<file path="config.mk">
export PLATFORM = sky130hd
export DESIGN_NAME = clock_rtc_alarm_flat
export DESIGN_NICKNAME = d
export VERILOG_FILES = /design/src/rtl/clock_rtc_alarm_pkg.sv /design/src/rtl/clock_rtc_alarm_if.sv /design/src/rtl/clock_rtc_alarm_bcd_wrap_counter.sv /design/src/rtl/clock_rtc_alarm.sv /design/src/flat_wrapper.sv
export SDC_FILE = /design/constraint.sdc
export NUM_CORES = 1
export LEC_CHECK = 0
export BUFFER_PORTS_ARGS = -buffer_cell sky130_fd_sc_hd__buf_4
export CORE_MARGIN = 2
export CORE_UTILIZATION = 55
export CTS_BUF_LIST = sky130_fd_sc_hd__clkbuf_4 sky130_fd_sc_hd__clkbuf_8 sky130_fd_sc_hd__clkbuf_16
export DETAILED_ROUTE_END_ITERATION = 6
export GPL_ROUTABILITY_DRIVEN = 0
export MAX_ROUTING_LAYER = met4
export PLACE_DENSITY = 0.78
export REMOVE_ABC_BUFFERS = 1
export SYNTH_ARGS = -nofsm -noshare
export SYNTH_HDL_FRONTEND = slang
export SYNTH_SLANG_ARGS = --single-unit
</file>
<file path="constraint.sdc">
create_clock -name clk_100MHz -period 6.6 [get_ports clk_100MHz]
set_input_delay 0 -clock clk_100MHz [delete_from_list [all_inputs] [get_ports clk_100MHz]]
set_output_delay 0 -clock clk_100MHz [all_outputs]
set_load 0.02 [all_outputs]
</file>
<file path="src/rtl/clock_rtc_alarm_pkg.sv">
// clock_rtc_alarm_pkg: BCD limits and digit-wise helpers shared by the RTC blocks
package clock_rtc_alarm_pkg;
  localparam logic [7:0] BCD_59 = 8'h59;
  localparam logic [7:0] BCD_23 = 8'h23;
  localparam logic [7:0] BCD_12 = 8'h12;
  function automatic logic [7:0] bcd_inc(input logic [7:0] x, input logic [7:0] max);
    return (x == max) ? 8'h00 : (x[3:0] == 4'h9) ? {x[7:4] + 4'h1, 4'h0} : {x[7:4], x[3:0] + 4'h1};
  endfunction
  function automatic logic bcd_ok(input logic [7:0] x, input logic [7:0] max);
    return (x[7:4] <= 4'h9) && (x[3:0] <= 4'h9) && (x <= max);
  endfunction
  // 13..23 go through binary so the tens digit borrows correctly
  function automatic logic [7:0] to_12h(input logic [7:0] h);
    logic [4:0] r;
    r = 5'(h[7:4]) * 5'd10 + 5'(h[3:0]) - 5'd12;
    return (h == 8'h00) ? BCD_12 : (h <= BCD_12) ? h :
           {3'b000, r >= 5'd10, (r >= 5'd10) ? r[3:0] - 4'd10 : r[3:0]};
  endfunction
endpackage

</file>
<file path="src/rtl/clock_rtc_alarm_if.sv">
// clock_rtc_alarm_if: control inputs and time/alarm outputs of the RTC
interface clock_rtc_alarm_if;
  logic       mode_12h, inc_sec, inc_min, inc_hour, load, alarm_en, alarm_ack;
  logic [7:0] load_hour, load_min, load_sec, alarm_hour, alarm_min;
  logic       tick_1Hz, end_of_day, pm, alarm, load_err;
  logic [7:0] sec, min, hour;
  modport master (
    output mode_12h, inc_sec, inc_min, inc_hour, load, alarm_en, alarm_ack,
           load_hour, load_min, load_sec, alarm_hour, alarm_min,
    input  tick_1Hz, end_of_day, pm, alarm, load_err, sec, min, hour
  );
  modport slave (
    input  mode_12h, inc_sec, inc_min, inc_hour, load, alarm_en, alarm_ack,
           load_hour, load_min, load_sec, alarm_hour, alarm_min,
    output tick_1Hz, end_of_day, pm, alarm, load_err, sec, min, hour
  );
endinterface

</file>
<file path="src/rtl/clock_rtc_alarm_bcd_wrap_counter.sv">
// clock_rtc_alarm_bcd_wrap_counter: two-digit BCD counter 00..MAX with clear, load and wrap flag
module clock_rtc_alarm_bcd_wrap_counter
  import clock_rtc_alarm_pkg::*;
#(
  parameter logic [7:0] MAX = BCD_59
) (
  input  logic       clk_i,
  input  logic       clr_i,
  input  logic       inc_i,
  input  logic       load_i,
  input  logic [7:0] d_i,
  output logic [7:0] q_o,
  output logic       wrap_o
);
  logic [7:0] q_q, q_d;
  always_comb q_d = clr_i ? 8'h00 : load_i ? d_i : inc_i ? bcd_inc(q_q, MAX) : q_q;
  always_ff @(posedge clk_i) q_q <= q_d;
  assign q_o    = q_q;
  assign wrap_o = inc_i && (q_q == MAX);
endmodule

</file>
<file path="src/rtl/clock_rtc_alarm.sv">
// clock_rtc_alarm: BCD time-of-day counter with prescaler, manual set, validated load,
// 12/24h display and hour:minute alarm
module clock_rtc_alarm
  import clock_rtc_alarm_pkg::*;
#(
  parameter int CLK_FREQ_HZ = 100_000_000,
  parameter int TICK_DIV    = CLK_FREQ_HZ
) (
  input logic              clk_100MHz,
  input logic              reset,
  clock_rtc_alarm_if.slave rtc
);
  localparam int PRESC_W = $clog2(TICK_DIV);
  logic [PRESC_W-1:0] presc_q, presc_d;
  logic       tick_q, tick_d, eod_q, eod_d, alarm_q, alarm_d, err_q, err_d;
  logic [7:0] sec_q, min_q, hour_q;
  logic       load_ok, any_inc, wrap_now, tick_upd, alarm_hit;
  logic       sec_inc, min_inc, hour_inc, sec_wrap, min_wrap, hour_wrap;
  assign load_ok  = rtc.load && bcd_ok(rtc.load_hour, BCD_23) && bcd_ok(rtc.load_min, BCD_59)
                    && bcd_ok(rtc.load_sec, BCD_59);
  assign any_inc  = rtc.inc_sec || rtc.inc_min || rtc.inc_hour;
  assign wrap_now = presc_q == PRESC_W'(TICK_DIV - 1);
  // a tick moves the time only when no load or manual increment claims the cycle
  assign tick_upd = wrap_now && !load_ok && !any_inc;
  assign sec_inc  = rtc.inc_sec || tick_upd;
  assign min_inc  = rtc.inc_min || (tick_upd && sec_wrap);
  assign hour_inc = rtc.inc_hour || (tick_upd && sec_wrap && min_wrap);
  assign alarm_hit = tick_upd && sec_wrap && rtc.alarm_en
                     && bcd_inc(min_q, BCD_59) == rtc.alarm_min
                     && (min_wrap ? bcd_inc(hour_q, BCD_23) : hour_q) == rtc.alarm_hour;
  always_comb begin
    presc_d = (load_ok || wrap_now) ? '0 : presc_q + 1'b1;
    tick_d  = wrap_now && !load_ok;
    eod_d   = tick_upd && sec_wrap && min_wrap && hour_wrap;
    err_d   = rtc.load && !load_ok;
    alarm_d = (rtc.alarm_ack || !rtc.alarm_en) ? 1'b0 : alarm_q || alarm_hit;
  end
  always_ff @(posedge clk_100MHz)
    if (!reset) {presc_q, tick_q, eod_q, alarm_q, err_q} <= '0;
    else {presc_q, tick_q, eod_q, alarm_q, err_q} <= {presc_d, tick_d, eod_d, alarm_d, err_d};
  clock_rtc_alarm_bcd_wrap_counter #(.MAX(BCD_59)) u_sec (
    .clk_i(clk_100MHz), .clr_i(!reset), .inc_i(sec_inc), .load_i(load_ok),
    .d_i(rtc.load_sec), .q_o(sec_q), .wrap_o(sec_wrap));
  clock_rtc_alarm_bcd_wrap_counter #(.MAX(BCD_59)) u_min (
    .clk_i(clk_100MHz), .clr_i(!reset), .inc_i(min_inc), .load_i(load_ok),
    .d_i(rtc.load_min), .q_o(min_q), .wrap_o(min_wrap));
  clock_rtc_alarm_bcd_wrap_counter #(.MAX(BCD_23)) u_hour (
    .clk_i(clk_100MHz), .clr_i(!reset), .inc_i(hour_inc), .load_i(load_ok),
    .d_i(rtc.load_hour), .q_o(hour_q), .wrap_o(hour_wrap));
  assign rtc.tick_1Hz   = tick_q;
  assign rtc.end_of_day = eod_q;
  assign rtc.alarm      = alarm_q;
  assign rtc.load_err   = err_q;
  assign rtc.sec        = sec_q;
  assign rtc.min        = min_q;
  assign rtc.hour       = rtc.mode_12h ? to_12h(hour_q) : hour_q;
  assign rtc.pm         = hour_q >= BCD_12;
endmodule

</file>
<file path="src/flat_wrapper.sv">
// flat-port wrapper written by rule: the top's interface ports become plain ports
module clock_rtc_alarm_flat import clock_rtc_alarm_pkg::*;
#(
  parameter int CLK_FREQ_HZ = 100_000_000,
  parameter int TICK_DIV    = CLK_FREQ_HZ
)
  (clk_100MHz, reset, rtc_mode_12h, rtc_inc_sec, rtc_inc_min, rtc_inc_hour, rtc_load, rtc_alarm_en, rtc_alarm_ack, rtc_load_hour, rtc_load_min, rtc_load_sec, rtc_alarm_hour, rtc_alarm_min, rtc_tick_1Hz, rtc_end_of_day, rtc_pm, rtc_alarm, rtc_load_err, rtc_sec, rtc_min, rtc_hour);
  clock_rtc_alarm_if rtc_i ();
  input logic clk_100MHz;
  input logic reset;
  input wire logic [$bits(rtc_i.mode_12h)-1:0] rtc_mode_12h;
  input wire logic [$bits(rtc_i.inc_sec)-1:0] rtc_inc_sec;
  input wire logic [$bits(rtc_i.inc_min)-1:0] rtc_inc_min;
  input wire logic [$bits(rtc_i.inc_hour)-1:0] rtc_inc_hour;
  input wire logic [$bits(rtc_i.load)-1:0] rtc_load;
  input wire logic [$bits(rtc_i.alarm_en)-1:0] rtc_alarm_en;
  input wire logic [$bits(rtc_i.alarm_ack)-1:0] rtc_alarm_ack;
  input wire logic [$bits(rtc_i.load_hour)-1:0] rtc_load_hour;
  input wire logic [$bits(rtc_i.load_min)-1:0] rtc_load_min;
  input wire logic [$bits(rtc_i.load_sec)-1:0] rtc_load_sec;
  input wire logic [$bits(rtc_i.alarm_hour)-1:0] rtc_alarm_hour;
  input wire logic [$bits(rtc_i.alarm_min)-1:0] rtc_alarm_min;
  output wire logic [$bits(rtc_i.tick_1Hz)-1:0] rtc_tick_1Hz;
  output wire logic [$bits(rtc_i.end_of_day)-1:0] rtc_end_of_day;
  output wire logic [$bits(rtc_i.pm)-1:0] rtc_pm;
  output wire logic [$bits(rtc_i.alarm)-1:0] rtc_alarm;
  output wire logic [$bits(rtc_i.load_err)-1:0] rtc_load_err;
  output wire logic [$bits(rtc_i.sec)-1:0] rtc_sec;
  output wire logic [$bits(rtc_i.min)-1:0] rtc_min;
  output wire logic [$bits(rtc_i.hour)-1:0] rtc_hour;
  assign rtc_i.mode_12h = rtc_mode_12h;
  assign rtc_i.inc_sec = rtc_inc_sec;
  assign rtc_i.inc_min = rtc_inc_min;
  assign rtc_i.inc_hour = rtc_inc_hour;
  assign rtc_i.load = rtc_load;
  assign rtc_i.alarm_en = rtc_alarm_en;
  assign rtc_i.alarm_ack = rtc_alarm_ack;
  assign rtc_i.load_hour = rtc_load_hour;
  assign rtc_i.load_min = rtc_load_min;
  assign rtc_i.load_sec = rtc_load_sec;
  assign rtc_i.alarm_hour = rtc_alarm_hour;
  assign rtc_i.alarm_min = rtc_alarm_min;
  assign rtc_tick_1Hz = rtc_i.tick_1Hz;
  assign rtc_end_of_day = rtc_i.end_of_day;
  assign rtc_pm = rtc_i.pm;
  assign rtc_alarm = rtc_i.alarm;
  assign rtc_load_err = rtc_i.load_err;
  assign rtc_sec = rtc_i.sec;
  assign rtc_min = rtc_i.min;
  assign rtc_hour = rtc_i.hour;
  clock_rtc_alarm #(.CLK_FREQ_HZ(CLK_FREQ_HZ), .TICK_DIV(TICK_DIV)) u_core (.clk_100MHz(clk_100MHz), .reset(reset), .rtc(rtc_i));
endmodule
</file>
==> results.cfg, run 1 <==
[status]
status = finished clean

[logic_synthesis]
netlist.area_leader.share_pct = 29.1
yosysUniqueCellTypes = 62
synth_area_sq_um = 3790
yosysWarnings = 0
syn_area_per_cell_sq_um = 7.86
yosysTopAreaCell = dfxtp_1
ys_ff_latch = 55
synth_enable_flop_cells = 0
synthTopCellsByArea = dfxtp_1 (29%), nor2_1 (6.8%), ha_1 (6.3%), xnor2_1 (5.1%), xor2_1 (4.9%)
synth-main-ff-cell = dfxtp_1
synthCells = 482
synthArstFlopShare_pct = 0
seq_area_frac_synth_pct = 29.1

[pwr]
p_sw_uw = 178
peakVddDrop_uv = 191
power_frac_seq_pct = 50.8
power.internal_uw = 508
swShare_pct = 26.0
comb_power_share_pct = 15.7
powerDensity_nw_per_um2 = 147
p_clk_share_pct = 33.5
p_leak_uw = 0.00189

[grt]
grt_antenna_before_repair = 0
grt_max_degree = 43
grt_pass1_wl_um = 15700
grtUsageTotal_pct = 26.5
grt_pass1_vias = 3432
overflow = 0

[clocking]
cts-resized-gates = 0
cts_buffers = 5
clockBufferDepth = 2
cts_tree = yes
cts.sinks = 55
clock_latency_ps = 310
root_buffer = clkbuf_8
htree_levels = 2
clk_pin_slew_ps = 110

[worst_setup_path]
crit_chain = inv_1, ha_1, inv_1, ha_1, fa_1, xnor2_1, xnor2_1, xnor2_1, a21boi_0, o31ai_1, a22oi_1, o21ai_0, buf_4
critical_path.top_delay_family = adder cells
crit_fanout = 12
slowest_delay_ps = 560
critPathSlowestCell = dfxtp_1
cp.arrival_ps = 3520
crit_top_cell = xnor2_1
path_class = flop to output pin
critPathLaunchType = flop
cp-end-kind = output pin
required_ps = 6600
cp_num_buf_inv = 3

[finish]
antennaDiodeCount = 0
area_growth_pct = 23.2
ff_latch_area_sq_um = 1100
utilization_pct = 69.4
fillers = 579
fin_nets = 630
drive_gt1_share_pct = 17.8
multiInputGateArea_sq_um = 2520
final_cells = 642

[timing]
fin_crit_sh_pct = 53.3
setup-violations-final = 0
hold_viol = 0
skew_ps = 11.9
fmax_mhz = 284
worst_pin_slew_ps = 1090
min_period_ps = 3520
whs_ps = 1.26
slew_headroom_pct = 26.5
setup_tns_ps = 0
slew_viol_final = 0
rsz0062_at_grt = no

[die]
die_w_um = 87.0
coreArea_sq_um = 6720
initial_core_util_pct = 56.4
fp-row-count = 30
io_pins = 78
fp.dieArea_sq_um = 7570
fp.dieH_um = 87.0

[detailed_routing]
dr_total_vias = 3787
first_pass_iters = 5
finalWirelength_um = 9650
wire_per_inst_um = 15.0
drtIter0Drc = 232
antenna_left = 0
drc = 0
via_per_inst = 5.90

[placed_design]
port_buffers = 77
dpl.cell_count = 618
place_hpwl_um = 7040

[min_path]
hp-class = input pin to flop

[run]
cap_violations = 0
synth_stat cells, drive strengths merged (4+ instances only):
| cell | instances |
|---|---|
| xnor2 | 22 |
| a211oi | 9 |
| nand4 | 8 |
| nor2b | 5 |
| nor3 | 15 |
| a31oi | 4 |
| inv | 21 |
| or4 | 6 |
| ha | 19 |
| a311oi | 6 |
| a21oi | 23 |
| clkbuf | 21 |
| or2 | 4 |
| nand2b | 4 |
| mux2i | 10 |
| nand2 | 34 |
| nand3 | 13 |
| nand3b | 6 |
| and2 | 4 |
| nor2 | 69 |
| or3 | 10 |
| o21ai | 29 |
| and3 | 10 |
| dfxtp | 55 |
| nand4b | 4 |
| xor2 | 21 |
path summary, 6_finish.rpt:
kind / from / end / slack, ps / cells past startpoint
min: rtc_load_hour[5] / u_core.u_hour.q_o[5]$_SDFFE_PN0P_ / 1 / 3
min reg2reg: u_core.presc_q[0]$_SDFF_PP0_ / u_core.presc_q[0]$_SDFF_PP0_ / 450 / 1
max: u_core.u_hour.q_o[2]$_SDFFE_PN0P_ / rtc_hour[2] / 3080 / 13
max reg2reg: u_core.u_hour.q_o[0]$_SDFFE_PN0P_ / u_core.rtc.alarm$_SDFF_PP0_ / 3500 / 8
area by class of cell:
type / instances / area share, %
multi-input combinational: 383 / 54.0
sequential: 55 / 23.6
timing repair buffer: 94 / 16.0
tap: 80 / 2.15
inverter: 22 / 1.77
clock buffer: 5 / 1.48
clock inverter: 3 / 0.992
kinds of logic (layout without fill, tap and decap cells):
| group | after synthesis | after routing | synth area share (%) |
|---|---|---|---|
| AND/OR/NAND/NOR | 210 | 210 | 29.4 |
| AO/OA/AOI/OAI | 98 | 98 | 17.1 |
| flip-flops | 55 | 55 | 29.1 |
| buffers and inverters | 44 | 124 | 4.39 |
| XOR/XNOR | 43 | 43 | 9.94 |
| adder cells (fa/ha/maj) | 20 | 20 | 6.81 |
| multiplexers | 12 | 12 | 3.24 |
metrics by stage:
stage               setup WS (ps)  power [uW]  instance area (sq um)
global route                 2740         715                   4660
detailed placement           3430         455                   4390
floorplan                    3750         406                   3700
CTS                          3090         691                   4660
global placement             3660         453                   4390
finish                       3080         686                   4660
worst reg2reg max path, cell delays in order (launching register included):
cell and delay [ps]:
dfxtp_1 670, nor4bb_1 930, nand4_1 290, xor2_1 220, o311ai_0 130, mux2_2 310, nor4_1 250, o2111ai_1 140
o22ai_1 120
state kept, by name, indices dropped and copies added, names as in the netlist:
name                   cells
u_core.presc_q            27
u_core.rtc.alarm           1
u_core.rtc.end_of_day      1
u_core.rtc.load_err        1
u_core.rtc.tick_1Hz        1
u_core.u_hour.q_o          8
u_core.u_min.q_o           8
u_core.u_sec.q_o           8
placed cells by master, fill, tap and decap left out, types with 13 or more instances in the layout:
master	instances
buf_4	78
nor2_1	69
dfxtp_1	55
nand2_1	34
o21ai_0	29
a21oi_1	22
xnor2_1	22
inv_1	21
xor2_1	21
ha_1	19
dlygate4sd3_1	16
nor3_1	14
nand3_1	13
per-layer routing:
metal  part of all wire, %  routed length (um)  GRT usage [%]  vias up
li1                      -                   -              -     1876
met1                    43                4170           32.8     1779
met2                    49                4730           44.2      119
met3                   6.0                 583           4.74       13
met4                   1.7                 164           7.67        0
met5                     0                   0              -        -
power groups by stage:
stage	Sequential (uW)	Clock [uW]	Combinational [uW]
after CTS	348	236	107
after floorplan	358	0	48.2
after global routing	350	248	117
after detailed placement	356	0	98.8
after global placement	356	0	97.3
final	348	230	107
what timing repair did:
| action | CTS | global route |
|---|---|---|
| setup buffers | 0 | 0 |
| hold buffers | 16 | 0 |
| hold endpoints to repair | 16 | 0 |
No activity file was read; power rests on OpenSTA's default activity.
==> inputs of run 2 (changes only) <==
- clock period: 6.6 -> 3.5 ns (I/O delays scaled with it)
==> results.cfg, run 2 (synthesis gave the netlist of run 1 again) <==
[pwr]
p_sw_uw = 335
swShare_pct = 26.9
power_frac_seq_pct = 52.6
power.internal_uw = 909
total_power_uw = 1240
peakVddDrop_uv = 251
p_leak_uw = 0.00193
powerDensity_nw_per_um2 = 262
comb_power_share_pct = 17.0
p_clk_share_pct = 30.3

[timing]
setup_tns_ps = 0
setup_slack_ps = 294
fin_crit_sh_pct = 91.6
worst_pin_slew_ps = 791
hold_viol = 0
slew_headroom_pct = 47.0
skew_ps = 11.7
setup-violations-final = 0
slew_viol_final = 0
rsz0062_at_grt = no
fmax_mhz = 312
min_period_ps = 3210

[finish]
area_growth_pct = 25.1
final_cell_mix = buf_4 (83), nor2_1 (69), dfxtp_1 (53), nand2_1 (34), o21ai_0 (29)
largest_register_ffs = 27
final_cells = 652
fin_nets = 640
antennaDiodeCount = 0
fillers = 555
drive_gt1_share_pct = 18.7
final_common_cell = buf_4

[placed_design]
place_hpwl_um = 7300
dpl.cell_count = 623
post-place-ws_ps = 409
port_buffers = 77

[detailed_routing]
drtIter0Drc = 190
wire_per_inst_um = 15.0
drc = 0
finalWirelength_um = 9790
first_pass_iters = 5
antenna_left = 0
dr_total_vias = 3817
via_per_inst = 5.85

[grt]
grt_pass1_vias = 3637
grt_max_degree = 27
overflow = 0
grtUsageTotal_pct = 26.9
grt_pass1_wl_um = 16100
grt_antenna_before_repair = 0

[worst_setup_path]
critPathLaunchType = flop
required_ps = 3500
crit_fanout = 9
path_class = flop to output pin
cp.arrival_ps = 3210
cp-end-kind = output pin

[die]
die_w_um = 87.0
initial_core_util_pct = 56.4
fp-row-count = 30
io_pins = 78
fp.dieArea_sq_um = 7570
coreArea_sq_um = 6720
fp.dieH_um = 87.0

[clocking]
root_buffer = clkbuf_8
cts_tree = yes
cts.sinks = 55
clockBufferDepth = 2
htree_levels = 2
clk_pin_slew_ps = 100
clock_latency_ps = 320
cts_buffers = 5

[run]
cap_violations = 0

[status]
status = finished clean

[min_path]
hp-class = input pin to flop
==> run 2: cell types whose count changed in the layout (fill, tap and decap cells not counted) <==
cell           previous run  this run
dfxtp_1                  55        53
clkbuf_8                  5         6
a21boi_1                  0         1
dfxtp_2                   0         2
bufinv_16                 1         0
clkinv_4                  0         1
buf_4                    78        83
inv_6                     1         0
dlygate4sd3_1            16        21
a21boi_0                  2         1
==> run 2: path summary, 6_finish.rpt <==
path                                     start                           endpoint  slack, ps  cells after the start
max reg2reg      u_core.presc_q[17]$_SDFF_PP0_  u_core.u_hour.q_o[4]$_SDFFE_PN0P_        510                      8
min reg2reg       u_core.presc_q[0]$_SDFF_PP0_       u_core.presc_q[0]$_SDFF_PP0_        460                      1
min                            rtc_load_sec[5]   u_core.u_sec.q_o[5]$_SDFFE_PN0P_         10                      3
max          u_core.u_hour.q_o[4]$_SDFFE_PN0P_                        rtc_hour[2]        290                     11
==> run 2: cell type report <==
class	instances	area [sq um]	area share (%)
Clock inverter	2	16.3	0.343
Tap cell	80	100	2.11
Sequential cell	55	1100	23.3
Timing Repair Buffer	104	833	17.6
Inverter	22	82.6	1.74
Clock buffer	6	82.6	1.74
Multi-Input combinational cell	383	2520	53.2
==> run 2: routing by layer <==
metal | up-vias | track usage, % | wire (um)
met1 | 1771 | 33.0 | 4170
met5 | - | - | 0
met2 | 127 | 45.9 | 4880
li1 | 1903 | - | -
met3 | 16 | 3.79 | 594
met4 | 0 | 8.10 | 155
==> run 2: power by group through the flow <==
stage	sequential, uW	clock (uW)	combinational, uW
2_1_floorplan	674	0	90.9
5_1_grt	657	410	232
6_report	654	377	212
3_5_place_dp	669	0	191
3_3_place_gp	668	0	188
4_1_cts	654	390	210
==> run 2: per-stage QoR <==
stage	hold slack [ps]	utilization [%]	cell area (sq um)
finish	9.83	70.5	4740
global route	18.8	70.5	4740
CTS	4.60	70.5	4740
detailed placement	245	65.9	4430
global placement	234	65.9	4430
floorplan	78.1	-	3700
==> run 2: worst max-delay path: stages, from the launching register on <==
cell and delay (ps):
dfxtp_1 540, ha_1 300, ha_1 300, fa_1 430, xnor2_1 140, xnor2_1 180, xnor2_1 150, a21boi_1 270
o31ai_1 160, a22oi_1 170, o21ai_0 100, buf_4 160
==> run 2: what timing repair did <==
| item | 4_1_cts | 5_1_grt |
|---|---|---|
| setup buffers | 0 | 0 |
| hold buffers | 21 | 0 |
| setup endpoints to repair | 0 | 3 |
| gates resized for setup | 0 | 3 |
| endpoints found under the hold margin | 18 | 0 |
